`config.mk`:
```
export PLATFORM = sky130hd
export DESIGN_NAME = led_chaser_engine
export DESIGN_NICKNAME = d
export VERILOG_FILES = /design/src/rtl/led_chaser_engine.sv
export SDC_FILE = /design/constraint.sdc
export NUM_CORES = 1
export LEC_CHECK = 0
export BUFFER_PORTS_ARGS = -buffer_cell sky130_fd_sc_hd__buf_2
export CAP_MARGIN = 0
export CELL_PAD_IN_SITES_DETAIL_PLACEMENT = 2
export CELL_PAD_IN_SITES_GLOBAL_PLACEMENT = 2
export CORE_MARGIN = 2
export CORE_UTILIZATION = 33
export DETAILED_ROUTE_END_ITERATION = 7
export GPL_ROUTABILITY_DRIVEN = 0
export MAX_ROUTING_LAYER = met4
export PLACE_DENSITY = 0.77
export SYNTH_ARGS = -nofsm -noshare
export SYNTH_HDL_FRONTEND = slang
export SYNTH_SLANG_ARGS = --single-unit
```
`constraint.sdc`:
```
create_clock -name clk -period 2.05 [get_ports clk]
set_input_delay 0.1025 -clock clk [delete_from_list [all_inputs] [get_ports clk]]
set_output_delay 0.1025 -clock clk [all_outputs]
set_load 0.05 [all_outputs]
```
`src/rtl/led_chaser_engine.sv`:
```
// -----------------------------------------------------------------------------
// led_chaser_engine
//
// Purpose:
//   Drives a row of WIDTH active-low LEDs with a stepping light pattern. A
//   prescaler divides clk down to an internal tick. A small tick counter then
//   divides that tick by 1/2/4/8 to produce pattern steps. Four patterns are
//   supported: rotate-left, rotate-right, ping-pong and fill.
//
// Parameters:
//   WIDTH      - number of LEDs (2..32)
//   DIV_FACTOR - prescaler period in clk cycles (2..2^CNT_W)
//   CNT_W      - prescaler counter width
//
// Ports:
//   clk        - single clock, rising edge
//   rst        - synchronous, active-high reset
//   en         - run enable; low freezes prescaler, tick counter and pattern
//   mode[1:0]  - 00 rotate-left, 01 rotate-right, 10 ping-pong, 11 fill
//   speed[1:0] - one step per 1/2/4/8 prescaler ticks
//   led        - registered LED drive, active-low (0 = lit)
//   step_tick  - registered, one-cycle pulse coinciding with each new led value
//
// Build option:
//   LED_CHASER_PINGPONG_EN - when defined, mode 10 is a bouncing single LED.
//                            When undefined, mode 10 is rotate-left and the
//                            direction FSM is not built.
// -----------------------------------------------------------------------------
module led_chaser_engine #(
   parameter int WIDTH      = 8,
   parameter int DIV_FACTOR = 1200000,
   parameter int CNT_W      = 24
) (
   input  logic             clk,
   input  logic             rst,
   input  logic             en,
   input  logic [1:0]       mode,
   input  logic [1:0]       speed,
   output logic [WIDTH-1:0] led,
   output logic             step_tick
);

   localparam logic [1:0] MODE_ROL  = 2'b00;
   localparam logic [1:0] MODE_ROR  = 2'b01;
   localparam logic [1:0] MODE_PING = 2'b10;
   localparam logic [1:0] MODE_FILL = 2'b11;

   localparam logic [CNT_W-1:0] PRESC_LAST = CNT_W'(DIV_FACTOR - 1);
   localparam logic [WIDTH-1:0] PAT_INIT   = WIDTH'(1);

`ifdef LED_CHASER_PINGPONG_EN
   localparam logic [0:0] GO_LEFT  = 1'b0;
   localparam logic [0:0] GO_RIGHT = 1'b1;
`endif

   // Number of prescaler ticks per step for a given speed code.
   function automatic logic [3:0] speed_threshold(input logic [1:0] s);
      return 4'd1 << s;
   endfunction

   logic [CNT_W-1:0] presc_q, presc_d;
   logic [2:0]       tcnt_q, tcnt_d;
   logic [WIDTH-1:0] pat_q, pat_d;
   logic [WIDTH-1:0] led_q, led_d;
   logic             step_tick_q, step_tick_d;
   logic [1:0]       mode_q, mode_d;

`ifdef LED_CHASER_PINGPONG_EN
   logic [0:0]       dir_q, dir_d, dir_nxt;
`endif

   logic             presc_tick;
   logic             mode_change;
   logic             step;
   logic [3:0]       tcnt_next;
   logic [WIDTH-1:0] pat_nxt;

   // Pattern that the next step would produce from the current state.
   always_comb begin
      pat_nxt = pat_q;
`ifdef LED_CHASER_PINGPONG_EN
      dir_nxt = dir_q;
`endif
      case (mode_q)
         MODE_ROR: pat_nxt = {pat_q[0], pat_q[WIDTH-1:1]};
         MODE_FILL: begin
            // Fill up to all-ones, then one all-dark step, then start over.
            if (&pat_q)
               pat_nxt = '0;
            else if (pat_q == '0)
               pat_nxt = PAT_INIT;
            else
               pat_nxt = {pat_q[WIDTH-2:0], 1'b1};
         end
`ifdef LED_CHASER_PINGPONG_EN
         MODE_ROL: pat_nxt = {pat_q[WIDTH-2:0], pat_q[WIDTH-1]};
         MODE_PING: begin
            // Direction flips on the step that lands on an end bit, so each
            // endpoint is shown once before the light turns around.
            if (dir_q == GO_LEFT) begin
               pat_nxt = {pat_q[WIDTH-2:0], 1'b0};
               if (pat_q[WIDTH-2])
                  dir_nxt = GO_RIGHT;
            end else begin
               pat_nxt = {1'b0, pat_q[WIDTH-1:1]};
               if (pat_q[1])
                  dir_nxt = GO_LEFT;
            end
         end
`else
         MODE_ROL, MODE_PING: pat_nxt = {pat_q[WIDTH-2:0], pat_q[WIDTH-1]};
`endif
         default: pat_nxt = pat_q;
      endcase
   end

   always_comb begin
      presc_tick  = en && (presc_q == PRESC_LAST);
      tcnt_next   = {1'b0, tcnt_q} + 4'd1;
      // ">=" rather than "==" so a speed change to a lower threshold mid-count
      // steps on the very next tick instead of wrapping the counter.
      step        = presc_tick && (tcnt_next >= speed_threshold(speed));
      mode_change = (mode != mode_q);

      presc_d     = presc_q;
      tcnt_d      = tcnt_q;
      pat_d       = pat_q;
      step_tick_d = 1'b0;
      mode_d      = mode;
`ifdef LED_CHASER_PINGPONG_EN
      dir_d       = dir_q;
`endif

      // A mode change restarts everything and overrides any coincident step,
      // even while the engine is paused.
      if (mode_change) begin
         presc_d = '0;
         tcnt_d  = '0;
         pat_d   = PAT_INIT;
`ifdef LED_CHASER_PINGPONG_EN
         dir_d   = GO_LEFT;
`endif
      end else if (en) begin
         presc_d = presc_tick ? '0 : presc_q + CNT_W'(1);
         if (presc_tick) begin
            // Non-stepping ticks never exceed 7, so the 3-bit store is safe.
            tcnt_d = step ? 3'd0 : tcnt_next[2:0];
         end
         if (step) begin
            pat_d       = pat_nxt;
            step_tick_d = 1'b1;
`ifdef LED_CHASER_PINGPONG_EN
            dir_d       = dir_nxt;
`endif
         end
      end

      // LED drive is its own flop so the output is a clean register.
      led_d = ~pat_d;
   end

   always_ff @(posedge clk) begin
      if (rst) begin
         presc_q     <= '0;
         tcnt_q      <= '0;
         pat_q       <= PAT_INIT;
         led_q       <= ~PAT_INIT;
         step_tick_q <= 1'b0;
         mode_q      <= mode;
`ifdef LED_CHASER_PINGPONG_EN
         dir_q       <= GO_LEFT;
`endif
      end else begin
         presc_q     <= presc_d;
         tcnt_q      <= tcnt_d;
         pat_q       <= pat_d;
         led_q       <= led_d;
         step_tick_q <= step_tick_d;
         mode_q      <= mode_d;
`ifdef LED_CHASER_PINGPONG_EN
         dir_q       <= dir_d;
`endif
      end
   end

   assign led       = led_q;
   assign step_tick = step_tick_q;

endmodule

```
==> Yosys cells after proc, flatten, opt, wreduce, memory -nomap -nowiden <==
Index checks and enable logic that the tools add are counted.
{ "word_totals": {"ff_bits": 46, "out_inout_bits": 9, "word_cells": 35} }
{ "classes": {"magnitude_cmp": 1, "n_addsub": 2, "n_reduce_logical": 9, "n_bitwise": 2, "eq_ne": 5, "muxes": 9, "n_shift": 1} }
{ "ops": {"columns": ["operator", "n"], "rows": [
  ["two-way mux 8 bit", 5],
  ["adder 24 x 1 -> 24 bit (second input constant)", 1],
  ["equality test 24 x 21 -> 1 bit (second input constant)", 1],
  ["two-way mux 24 bit", 1],
  ["one-hot mux 8 bit (3 select lines)", 1],
  ["logical NOT 8 bit", 1],
  ["inverter 8 bit", 1],
  ["AND reduction 8 bit", 1],
  ["adder 3 x 1 -> 4 bit (second input constant)", 1],
  ["equality test 2 bit (second input constant)", 2],
  [">= comparator 4 bit", 1],
  ["OR reduction 2 bit", 2],
  ["left shift 1 x 2 -> 4 bit (first input constant)", 1],
  ["two-way mux 3 bit", 1],
  ["OR reduction 3 bit", 1],
  ["equality test 2 x 1 -> 1 bit (second input constant)", 1],
  ["logical AND 1 bit", 2],
  ["logical NOT 2 bit", 1],
  ["!= test 2 bit", 1],
  ["AND reduction 2 bit", 1],
  ["two-way mux 1 bit", 1],
  ["inverter 1 bit", 1]
]} }

==> Depth between registers and ports, before layout <==
Gate-level depths: netlist (run 1).
{ "depth": {"depth_word": 8, "depth_mapped": 9} }

==> Worst setup path after synthesis (run 1) <==
Ideal clock, no wire load.
{ "synth_timing": {"path_kind": "flip-flop to flip-flop", "start": "register tcnt_q[0]", "end": "register tcnt_q[1]", "n_path_buf": 0, "period_less_slack_ns": 2.030, "path_stages_with_launch": 7, "setup_slack_ns": 0.020, "arrival_ns": 1.959, "required_time_ns": 1.980, "path_cell_list": "dfxtp_1 ha_1 ha_1 a2111oi_2 nor3_1 or3_1 a21oi_1"} }
{ "synth_via": {"elab_chain_cells": 4} }
{ "synth_rtl": {"columns": ["item", "line", "rtl"], "rows": [
  ["from (decl)", "62", "logic [2:0] tcnt_q, tcnt_d;"],
  ["from (signal assigned)", "175", "tcnt_q <= tcnt_d;"],
  ["adder 3 x 1 -> 4 bit (*)", "119", "tcnt_next = {1'b0, tcnt_q} + 4'd1;"],
  [">= comparator 4 bit", "122", "step = presc_tick && (tcnt_next >= speed_threshold(speed));"],
  ["logical AND 1 bit", "122", null],
  ["two-way mux 3 bit (*)", "147", "tcnt_d = step ? 3'd0 : tcnt_next[2:0];"]
]} }
Mark *: on every way between the ends. The rest lies on a longest branch, timed or not.
A chain may end at the register's enable or synchronous reset.

==> Worst setup path in the final report (run 1) <==
{ "layout_timing": {"start": "register tcnt_q[0]", "end": "register led_q[0] (netlist: led[0])"} }
{ "layout_via": {"elab_chain_cells": 7} }
{ "layout_rtl": {"columns": ["item", "line", "rtl"], "rows": [
  ["adder 3 x 1 -> 4 bit", "119", null],
  [">= comparator 4 bit", "122", null],
  ["logical AND 1 bit", "122", null],
  ["two-way mux 8 bit", "149", "if (step) begin"],
  ["two-way mux 8 bit", "143", "end else if (en) begin"],
  ["two-way mux 8 bit", "136", "if (mode_change) begin"],
  ["inverter 8 bit", "159", "led_d = ~pat_d;"],
  ["to (signal assigned)", "167", "led_q <= ~PAT_INIT;"],
  ["to (signal assigned)", "177", "led_q <= led_d;"],
  ["to (decl)", "64", "logic [WIDTH-1:0] led_q, led_d;"]
]} }
Every way passes these cells.

==> out/qor_table.md, run 1 <==
| Step | Metric | Value |
| --- | --- | --- |
| critical path | Origin of the critical flop-to-flop path | tcnt_q[0]$_SDFFE_PP0P_ |
| critical path | Element type at the critical path end | register |
| die | Initial core utilization | 33.77% |
| route | Drt drc | 0 |
| die | Site Rows | 29 |
| pwr | P_sw | 386.1 uW |
| pwr | Max rail drop VDD | 343.4 uV |
| clock tree | Clock tree from TritonCTS | yes |
| logic synthesis | Area leader, netlist | dfxtp_1 |
| placement | Final HPWL DP | 3.975 mm |
| cells and area | Antenna cell count | 0 |
| cells and area | Fraction of layout cells with a size suffix above 1 | 30.63% |
| global routing | Maximum number of pins on one net before global-route repair | 22 |
| clock tree | Clk Tree Root Cell | clkbuf_8 |
| logic synthesis | Sequential element share of the synthesized area | 43.19% |
| route | Via count | 1,866 |
| route | Number of DRC violations after detailed-routing iteration 0 | 61 |
| run status | Violated checks | setup timing |
| critical path | Critical Path Fanout Max | 6 |
| pwr | Total internal power | 1.210 mW |
| die | Ports | 16 |
| placement | Number of port buffers | 15 |
| hold path | Origin of the worst min-delay path | en |
| global routing | Grt ovf | 0 |
| cells and area | Post-route standard cell area excluding fillers | 0.002804 mm^2 |
| timing | Transition at the pin with the smallest max-transition slack | 819.2 ps |
| critical path | Capture point of the worst reg-to-reg path | led[0]$_SDFF_PP0_ |
| logic synthesis | Netlist cell types | 38 |
| pwr | Switching fraction of total power | 24.19% |
| critical path | Kind of start point of the critical path | register |
| placement | Cell Area, Placed | 0.002392 mm^2 |
| timing | Final critical-path share of the clock period | 106.1% |
| critical path | Worst setup slack for register-to-register paths | -120 ps |
| placement | Place WS | -138.5 ps |
| die | Die extent in y | 84.38 um |
| logic synthesis | Area fraction of the dominant cell type after synthesis | 43.19% |
| logic synthesis | Cell area after synthesis | 0.002132 mm^2 |
| route | Via density | 5.362 |
| route | Wire length reported by the detailed router | 6.711 mm |
| timing | Achievable clock frequency | 459.8 MHz |
| job | Max Cap Viol | 0 |
| hold path | Hold endpoint | presc_q[1]$_SDFFE_PP0P_ |
| critical path | Worst reg2reg path depth | 10 |
| timing | RSZ-0062 raised after global routing | yes |
| pwr | Power density relative to cell area | 569.4 mW/mm^2 |
| clock tree | Number of buffers between clock root and the deepest sink | 2 |
| critical path | Start-to-end type of the worst setup path | register to register |
| hold path | Hold Crit Depth | 3 |
| clock tree | H-tree depth | 2 |
| global routing | Wire length of the first global-routing pass | 10.18 mm |
| timing | Final critical-path setup slack | -125.0 ps |
| logic synthesis | Largest cells by area after synthesis | dfxtp_1, xor2_1, nor2_1 |
| timing | Time the worst path needs with I/O delays and setup | 2175 ps |
| placement | Post-Place Cells | 328 |
| hold path | Min-Delay Path Class | input pin to register |
| timing | Setup clock skew after layout | 10.07 ps |
| cells and area | Count of non-filler cells in the finished layout | 348 |
| pwr | Leakage Power | 0.9590 nW |
| critical path | Worst EP required | 2310 ps |
| cells and area | Post-layout net count | 283 |
| logic synthesis | Net count of the mapped netlist | 243 |
| logic synthesis | Yosys warning total | 0 |
| timing | Worst slew margin relative to its limit | 45.39% |
| route | Wire length per cell | 19.28 um |
| die | Width of the chip | 84.38 um |
| timing | Total count of hold-check failures in the final report | 0 |
| clock tree | Clock latency on the worst-skew pair | 310 ps |
| global routing | Initial antenna violation count | 0 |
| logic synthesis | Flip-flop and latch count after synthesis | 46 |
| timing | Number of max-slew violations in the final report | 0 |
| critical path | Arrival time at the worst endpoint | 2430 ps |
| logic synthesis | Average instance area after synthesis | 9.270 um^2 |
| die | Die Area | 0.007120 mm^2 |
| global routing | Number of global-route vias before repair | 2,031 |
| run status | Outcome | finished with violations |
| clock tree | TritonCTS Sinks | 46 |
| logic synthesis | Number of standard cells after synthesis | 230 |
| clock tree | Number of buffers added by the clock tree synthesis step | 5 |
| cells and area | Area growth, synth to finish | 31.51% |
| global routing | Gr usage total | 18.86% |
| pwr | Part of the power in combinational logic | 5.8% |
| route | First-pass iteration count of the detailed router | 4 |
| timing | Total setup violations reported at the end of the flow | 13 |
| clock tree | Clock transition at the registers of the reported paths | 90 ps |
| pwr | Sequential power share | 56.3% |
| pwr | Clk network pwr share | 37.9% |
| die | Core region area | 0.006314 mm^2 |
| route | Antenna Violating Nets Remaining | 0 |
[worst max path at each step]
| stage | from | endpoint | depth (start not counted) |
|---|---|---|---|
| 3_3_place_gp | tcnt_q[0]$_SDFFE_PP0P_ | led[0]$_SDFF_PP0_ | 8 |
| 6_report | tcnt_q[0]$_SDFFE_PP0P_ | led[0]$_SDFF_PP0_ | 10 |
| 4_1_cts | tcnt_q[0]$_SDFFE_PP0P_ | led[3]$_SDFF_PP1_ | 10 |
| 2_1_floorplan | tcnt_q[0]$_SDFFE_PP0P_ | tcnt_q[1]$_SDFFE_PP0P_ | 6 |
| 3_5_place_dp | tcnt_q[0]$_SDFFE_PP0P_ | led[3]$_SDFF_PP1_ | 9 |
| 5_1_grt | tcnt_q[0]$_SDFFE_PP0P_ | led[0]$_SDFF_PP0_ | 10 |
[area by class of cell]
type,instances,area [um^2]
sequential,46,927.1
clock buffer,7,86.33
fill,695,3510
multi-input combinational,171,1318
timing repair buffer,44,360.3
tap,77,96.34
inverter,2,7.507
clock inverter,1,8.758
[power by group through the flow]
stage          Sequential, mW  Clock [mW]  Combinational (mW)
4_1_cts                 0.899       0.637              0.0798
5_1_grt                 0.900       0.673               0.101
3_5_place_dp            0.921           0              0.0722
6_report                0.899       0.604              0.0929
2_1_floorplan           0.919           0              0.0431
3_3_place_gp            0.921           0              0.0694
[worst max-delay path: stages (launching register included)]
cell	delay (ps)
dfxtp_4	380
ha_4	180
xor2_4	160
ha_4	280
nor3_4	50
nor2_2	120
nor4b_4	240
buf_4	200
buf_12	140
mux2i_4	230
and2_1	160
[metal layers]
metal | track usage, % | vias to the layer above | share of wire (%)
li1 | - | 894 | -
met1 | 21.83 | 926 | 42
met2 | 31.31 | 29 | 51
met3 | 3.933 | 17 | 3.1
met4 | 8.802 | 0 | 3.2
met5 | - | - | 0
[repair_timing]
item / in CTS / in global routing
gates resized for setup: 16 / 21
pin swaps: 11 / 16
hold buffers: 2 / 0
hold endpoints to repair: 2 / 0
setup buffers: 4 / 6
gates cloned: 2 / 0
endpoints found under the setup margin: 19 / 19
[registers in the layout (all words and copies together) (netlist names)]
signal and flops:
tcnt_q 3, presc_q 24, step_tick 1, pat_q 8
led 8, mode_q 2
[layout by cell type (no fill, tap or decap), types with 3 or more instances in the layout]
| cell type | instances |
|---|---|
| nand2_1 | 14 |
| nor2_1 | 31 |
| and4_1 | 4 |
| nand4_1 | 11 |
| and3_1 | 3 |
| buf_12 | 3 |
| clkbuf_8 | 6 |
| buf_4 | 21 |
| a22oi_1 | 8 |
| buf_2 | 15 |
| xor2_1 | 18 |
| nand2b_1 | 4 |
| and2_1 | 3 |
| nand3_1 | 11 |
| a21oi_1 | 3 |
| nor2_2 | 6 |
| a211o_1 | 7 |
| a211oi_2 | 7 |
| xnor2_1 | 6 |
| ha_4 | 4 |
| dfxtp_1 | 43 |
[through the flow]
step / setup TNS [ps] / hold WS (ps) / total power, mW / util, %
floorplan: 0 / 130.2 / 0.9624 / -
global placement: 0 / 232.3 / 0.9901 / 37.89
detailed placement: -1541 / 237.6 / 0.9929 / 37.89
CTS: -307.3 / 114.0 / 1.615 / 42.41
global route: -2519 / 138.8 / 1.674 / 44.41
finish: -916.9 / 125.9 / 1.596 / 44.41
[logic make-up (layout without fill, tap and decap cells)]
logic type                 Yosys count  after routing  share of synthesized area, %
buffers and inverters               13             54                         3.345
muxes                                1              1                        0.4695
adders and majority gates            6              6                         3.521
and+or+nand+nor                    108            108                         27.99
xor gates and xnor gates            25             25                         10.27
AOI/OAI and AO/OA                   31             31                         11.21
DFF                                 46             46                         43.19
[cell usage after synthesis]
master	instances
dfxtp_1	46
nor2_1	34
xor2_1	19
nand2_1	14
nand3_1	11
nand4_1	11
a22oi_1	8
a211o_1	7
a211oi_1	7
buf_2	6
ha_1	6
xnor2_1	6
nand2b_1	5
nor2_2	5
nor3_1	5
and4_1	4
a21oi_1	3
and2_1	3
and3_1	3
clkbuf_1	3
buf_6	2
inv_1	2
nor3b_1	2
nor4_1	2
o21ai_0	2
or3_1	2
a2111oi_2	1
a32o_1	1
mux2i_1	1
nand3b_1	1
nand4_2	1
nor2b_1	1
nor4_4	1
nor4b_2	1
nor4b_4	1
o21a_1	1
o21bai_1	1
or2_1	1
Note: power is estimated with default switching activity, not from simulation.
==> inputs of run 2 (changes only) <==
==> constraint.sdc (replaced) <==
create_clock -name clk -period 2.05 [get_ports clk]
set_input_delay 0.41 -clock clk [delete_from_list [all_inputs] [get_ports clk]]
set_output_delay 0.41 -clock clk [all_outputs]
set_load 0.05 [all_outputs]
==> run 2 against run 1 <==
Effect of this change:
- the flow still finishes with violations (setup timing)
- sequential power about the same
- non-clock buffer count decreased by 2
- register-to-register slack improved by 60 ps
- core utilization about the same
- clock power increased by 11%
- via count decreased by 2.9%
- first-iteration DRC count increased by 100%
- clock-buffer cell count unchanged
- critical path type unchanged
- highest routed layer unchanged
==> out/qor_table.md, run 2 (same netlist as run 1, synthesis figures left out) <==
| Step | Metric | Value | Delta |
| --- | --- | --- | --- |
| run status | Outcome | finished with violations |  |
| run status | Violated checks | setup timing |  |
| critical path | Highest cell delay on the worst timing path | 350 ps | -30 ps |
| cells and area | Max FFs per register | 24 | unchanged |
| timing | Final critical-path share of the clock period | 103.1% | -2.9 points |
| critical path | Worst reg2reg path depth | 10 | unchanged |
| critical path | Worst EP required | 2310 ps | about the same |
| pwr | Switching fraction of total power | 21.81% | -2.4 points |
| route | Wire length per cell | 17.97 um | -6.8% |
| critical path | Arrival time at the worst endpoint | 2370 ps | -60 ps |
| cells and area | Largest reg by FF count | presc_q |  |
| placement | Number of port buffers | 15 | unchanged |
| cells and area | Most common cell after layout, fill and taps aside | dfxtp_1 |  |
| clock tree | H-tree depth | 2 | unchanged |
| global routing | Grt ovf | 0 | unchanged |
| clock tree | Clock latency on the worst-skew pair | 300 ps | about the same |
| job | Max Cap Viol | 0 | unchanged |
| cells and area | Post-layout net count | 281 | -0.71% |
| critical path | Kind of start point of the critical path | register |  |
| route | Antenna Violating Nets Remaining | 0 | unchanged |
| clock tree | TritonCTS Sinks | 46 | unchanged |
| pwr | Power density relative to cell area | 592.5 mW/mm^2 | +4.1% |
| die | Site Rows | 29 | unchanged |
| cells and area | Antenna cell count | 0 | unchanged |
| placement | Cell Area, Placed | 0.002430 mm^2 | +1.6% |
| global routing | GRT met1 Usage | 21.22% | -0.61 points |
| timing | Setup clock skew after layout | 10.36 ps | +0.2913 ps |
| clock tree | Number of buffers added by the clock tree synthesis step | 5 | unchanged |
| route | First-pass iteration count of the detailed router | 4 | unchanged |
| global routing | GRT busiest layer | met2 |  |
| critical path | Start-to-end type of the worst setup path | register to register |  |
| die | Ports | 16 | unchanged |
| timing | Final critical-path setup slack | -64.57 ps | +60.41 ps |
| critical path | Worst setup slack for register-to-register paths | -60 ps | +60 ps |
| cells and area | Area growth, synth to finish | 31.40% | about the same |
| global routing | Wire length of the first global-routing pass | 10.15 mm | -0.28% |
| global routing | Met2 layer usage reported by global route | 33.62% | +2.3 points |
| timing | Total count of hold-check failures in the final report | 0 | unchanged |
| cells and area | Fraction of layout cells with a size suffix above 1 | 29.37% | -1.3 points |
| die | Initial core utilization | 33.77% | unchanged |
| timing | Time the worst path needs with I/O delays and setup | 2115 ps | -60.41 ps |
| critical path | Critical Path Fanout Max | 5 | -1 |
| critical path | Element type at the critical path end | register |  |
| clock tree | Clk Tree Root Cell | clkbuf_8 |  |
| timing | Sum Neg Setup Slack | -146.1 ps | +770.8 ps |
| pwr | Leakage Power | 0.9579 nW | -0.11% |
| route | Via count | 1,811 | -2.9% |
| cells and area | Commonest cells after routing, fill and taps aside | dfxtp_1, nor2_1, buf_4 |  |
| global routing | Initial antenna violation count | 0 | unchanged |
| clock tree | Hold_buf cts | 0 | -2 |
| die | Width of the chip | 84.38 um | unchanged |
| pwr | Sequential power share | 54.2% | -2.1 points |
| timing | Transition at the pin with the smallest max-transition slack | 559.6 ps | -259.6 ps |
| cells and area | End-of-flow core utilization | 44.37% | about the same |
| pwr | Clk network pwr share | 40.3% | +2.4 points |
| critical path | Library cell contributing the largest single delay on the critical path | dfxtp_2 |  |
| global routing | Maximum number of pins on one net before global-route repair | 22 | unchanged |
| placement | Final HPWL DP | 3.879 mm | -2.4% |
| pwr | Part of the power in combinational logic | 5.4% | -0.4 points |
| critical path | Capture point of the worst reg-to-reg path | led[0]$_SDFF_PP0_ |  |
| clock tree | Clock tree from TritonCTS | yes |  |
| die | Die extent in y | 84.38 um | unchanged |
| timing | Total setup violations reported at the end of the flow | 4 | -9 |
| timing | RSZ-0062 raised after global routing | yes |  |
| timing | Worst slew margin relative to its limit | 62.62% | +17 points |
| clock tree | Clock transition at the registers of the reported paths | 90 ps | about the same |
| cells and area | Post-route standard cell area excluding fillers | 0.002801 mm^2 | about the same |
| pwr | Max rail drop VDD | 320.2 uV | -6.8% |
| die | Die Area | 0.007120 mm^2 | unchanged |
| pwr | P_sw | 362.0 uW | -6.2% |
| route | Drt drc | 0 | unchanged |
| global routing | Global-route met3 utilization | 4.031% | +0.098 points |
| route | Via density | 5.234 | -2.4% |
| route | Wire length reported by the detailed router | 6.219 mm | -7.3% |
| route | Number of DRC violations after detailed-routing iteration 0 | 125 | +100% |
| critical path | Origin of the critical flop-to-flop path | tcnt_q[0]$_SDFFE_PP0P_ |  |
| global routing | Gr usage total | 18.84% | -0.021 points |
| global routing | Number of global-route vias before repair | 1,976 | -2.7% |
| die | Core region area | 0.006314 mm^2 | unchanged |
| critical path | Worst-path cell chain | ha_4 > xor2_4 > ha_4 > nor3_2 > nor2_1 > nor4b_4 > buf_12 > buf_12 > mux2i_4 > and2_4 |  |
| critical path | CP Launch Point | tcnt_q[0]$_SDFFE_PP0P_ |  |
| clock tree | Number of buffers between clock root and the deepest sink | 2 | unchanged |
| timing | Achievable clock frequency | 472.9 MHz | +2.9% |
| critical path | End point of the critical path | led[0]$_SDFF_PP0_ |  |
| hold path | Min-Delay Path Class | input pin to register |  |
| pwr | Total internal power | 1.298 mW | +7.2% |
| timing | Number of max-slew violations in the final report | 0 | unchanged |
==> run 2: cell count changes in the layout (fill, tap and decap cells not counted), sizes merged <==
cell,before,now
dlygate4sd3,2,0
bufinv,0,1
inv,3,2
bufbuf,0,1
clkbuf,8,7
==> run 2: worst min path at each step <==
stage	startpoint	to	slack [ps]	cells after the start
2_1_floorplan	mode[0]	mode_q[0]$_DFF_P_	440	0
3_3_place_gp	presc_q[11]$_SDFFE_PP0P_	presc_q[11]$_SDFFE_PP0P_	510	2
3_5_place_dp	presc_q[1]$_SDFFE_PP0P_	presc_q[1]$_SDFFE_PP0P_	530	2
4_1_cts	mode[1]	mode_q[1]$_DFF_P_	220	1
5_1_grt	mode[1]	mode_q[1]$_DFF_P_	220	1
6_report	mode[1]	mode_q[1]$_DFF_P_	220	1
==> run 2: worst max-delay path, delay by kind of cell, from the launching register on <==
family / cells / cell delay (ps)
xor gates and xnor gates: 1 / 160
adders and majority gates: 2 / 440
buffers and inverters: 2 / 270
DFF: 1 / 350
muxes: 1 / 250
and+or+nand+nor: 4 / 610
==> run 2: cell type report <==
type / count / area, um^2
Fill cell: 680 / 3512
Multi-Input combinational cell: 171 / 1311
Sequential cell: 46 / 924.6
Timing Repair Buffer: 42 / 355.3
Tap cell: 77 / 96.34
Clock buffer: 7 / 76.32
Clock inverter: 1 / 30.03
Inverter: 2 / 7.507
==> run 2: routing by layer <==
| layer | routed length [um] | part of all wire [%] |
|---|---|---|
| met2 | 3391 | 55 |
| met5 | 0 | 0 |
| met4 | 65 | 1.0 |
| met1 | 2610 | 42 |
| met3 | 152 | 2.4 |
==> run 2: metrics by stage <==
stage | std cells | setup slack [ps] | total power [mW] | hold WS [ps]
after detailed placement | 333 | -153.6 | 1.000 | 527.1
after global placement | 333 | -82.27 | 0.9967 | 510.0
after CTS | 345 | -4.809 | 1.684 | 216.5
final | 346 | -64.57 | 1.660 | 224.3
after global routing | 346 | -154.0 | 1.732 | 223.0
after floorplan | 230 | 20.06 | 0.9624 | 437.7
==> run 2: power groups by stage <==
stage                     sequential [mW]  combinational, mW  clock (mW)
after floorplan                     0.919             0.0431           0
after global placement              0.921             0.0760           0
after detailed placement            0.921             0.0789           0
after CTS                           0.900             0.0851       0.699
after global routing                0.901             0.0989       0.732
final                               0.900             0.0900       0.670
==> run 2: what timing repair did <==
| item | 4_1_cts | 5_1_grt |
|---|---|---|
| gates cloned | 1 | 0 |
| pin swaps | 9 | 13 |
| setup buffers | 4 | 1 |
| resized for setup | 20 | 13 |
| endpoints found under the setup margin | 14 | 18 |
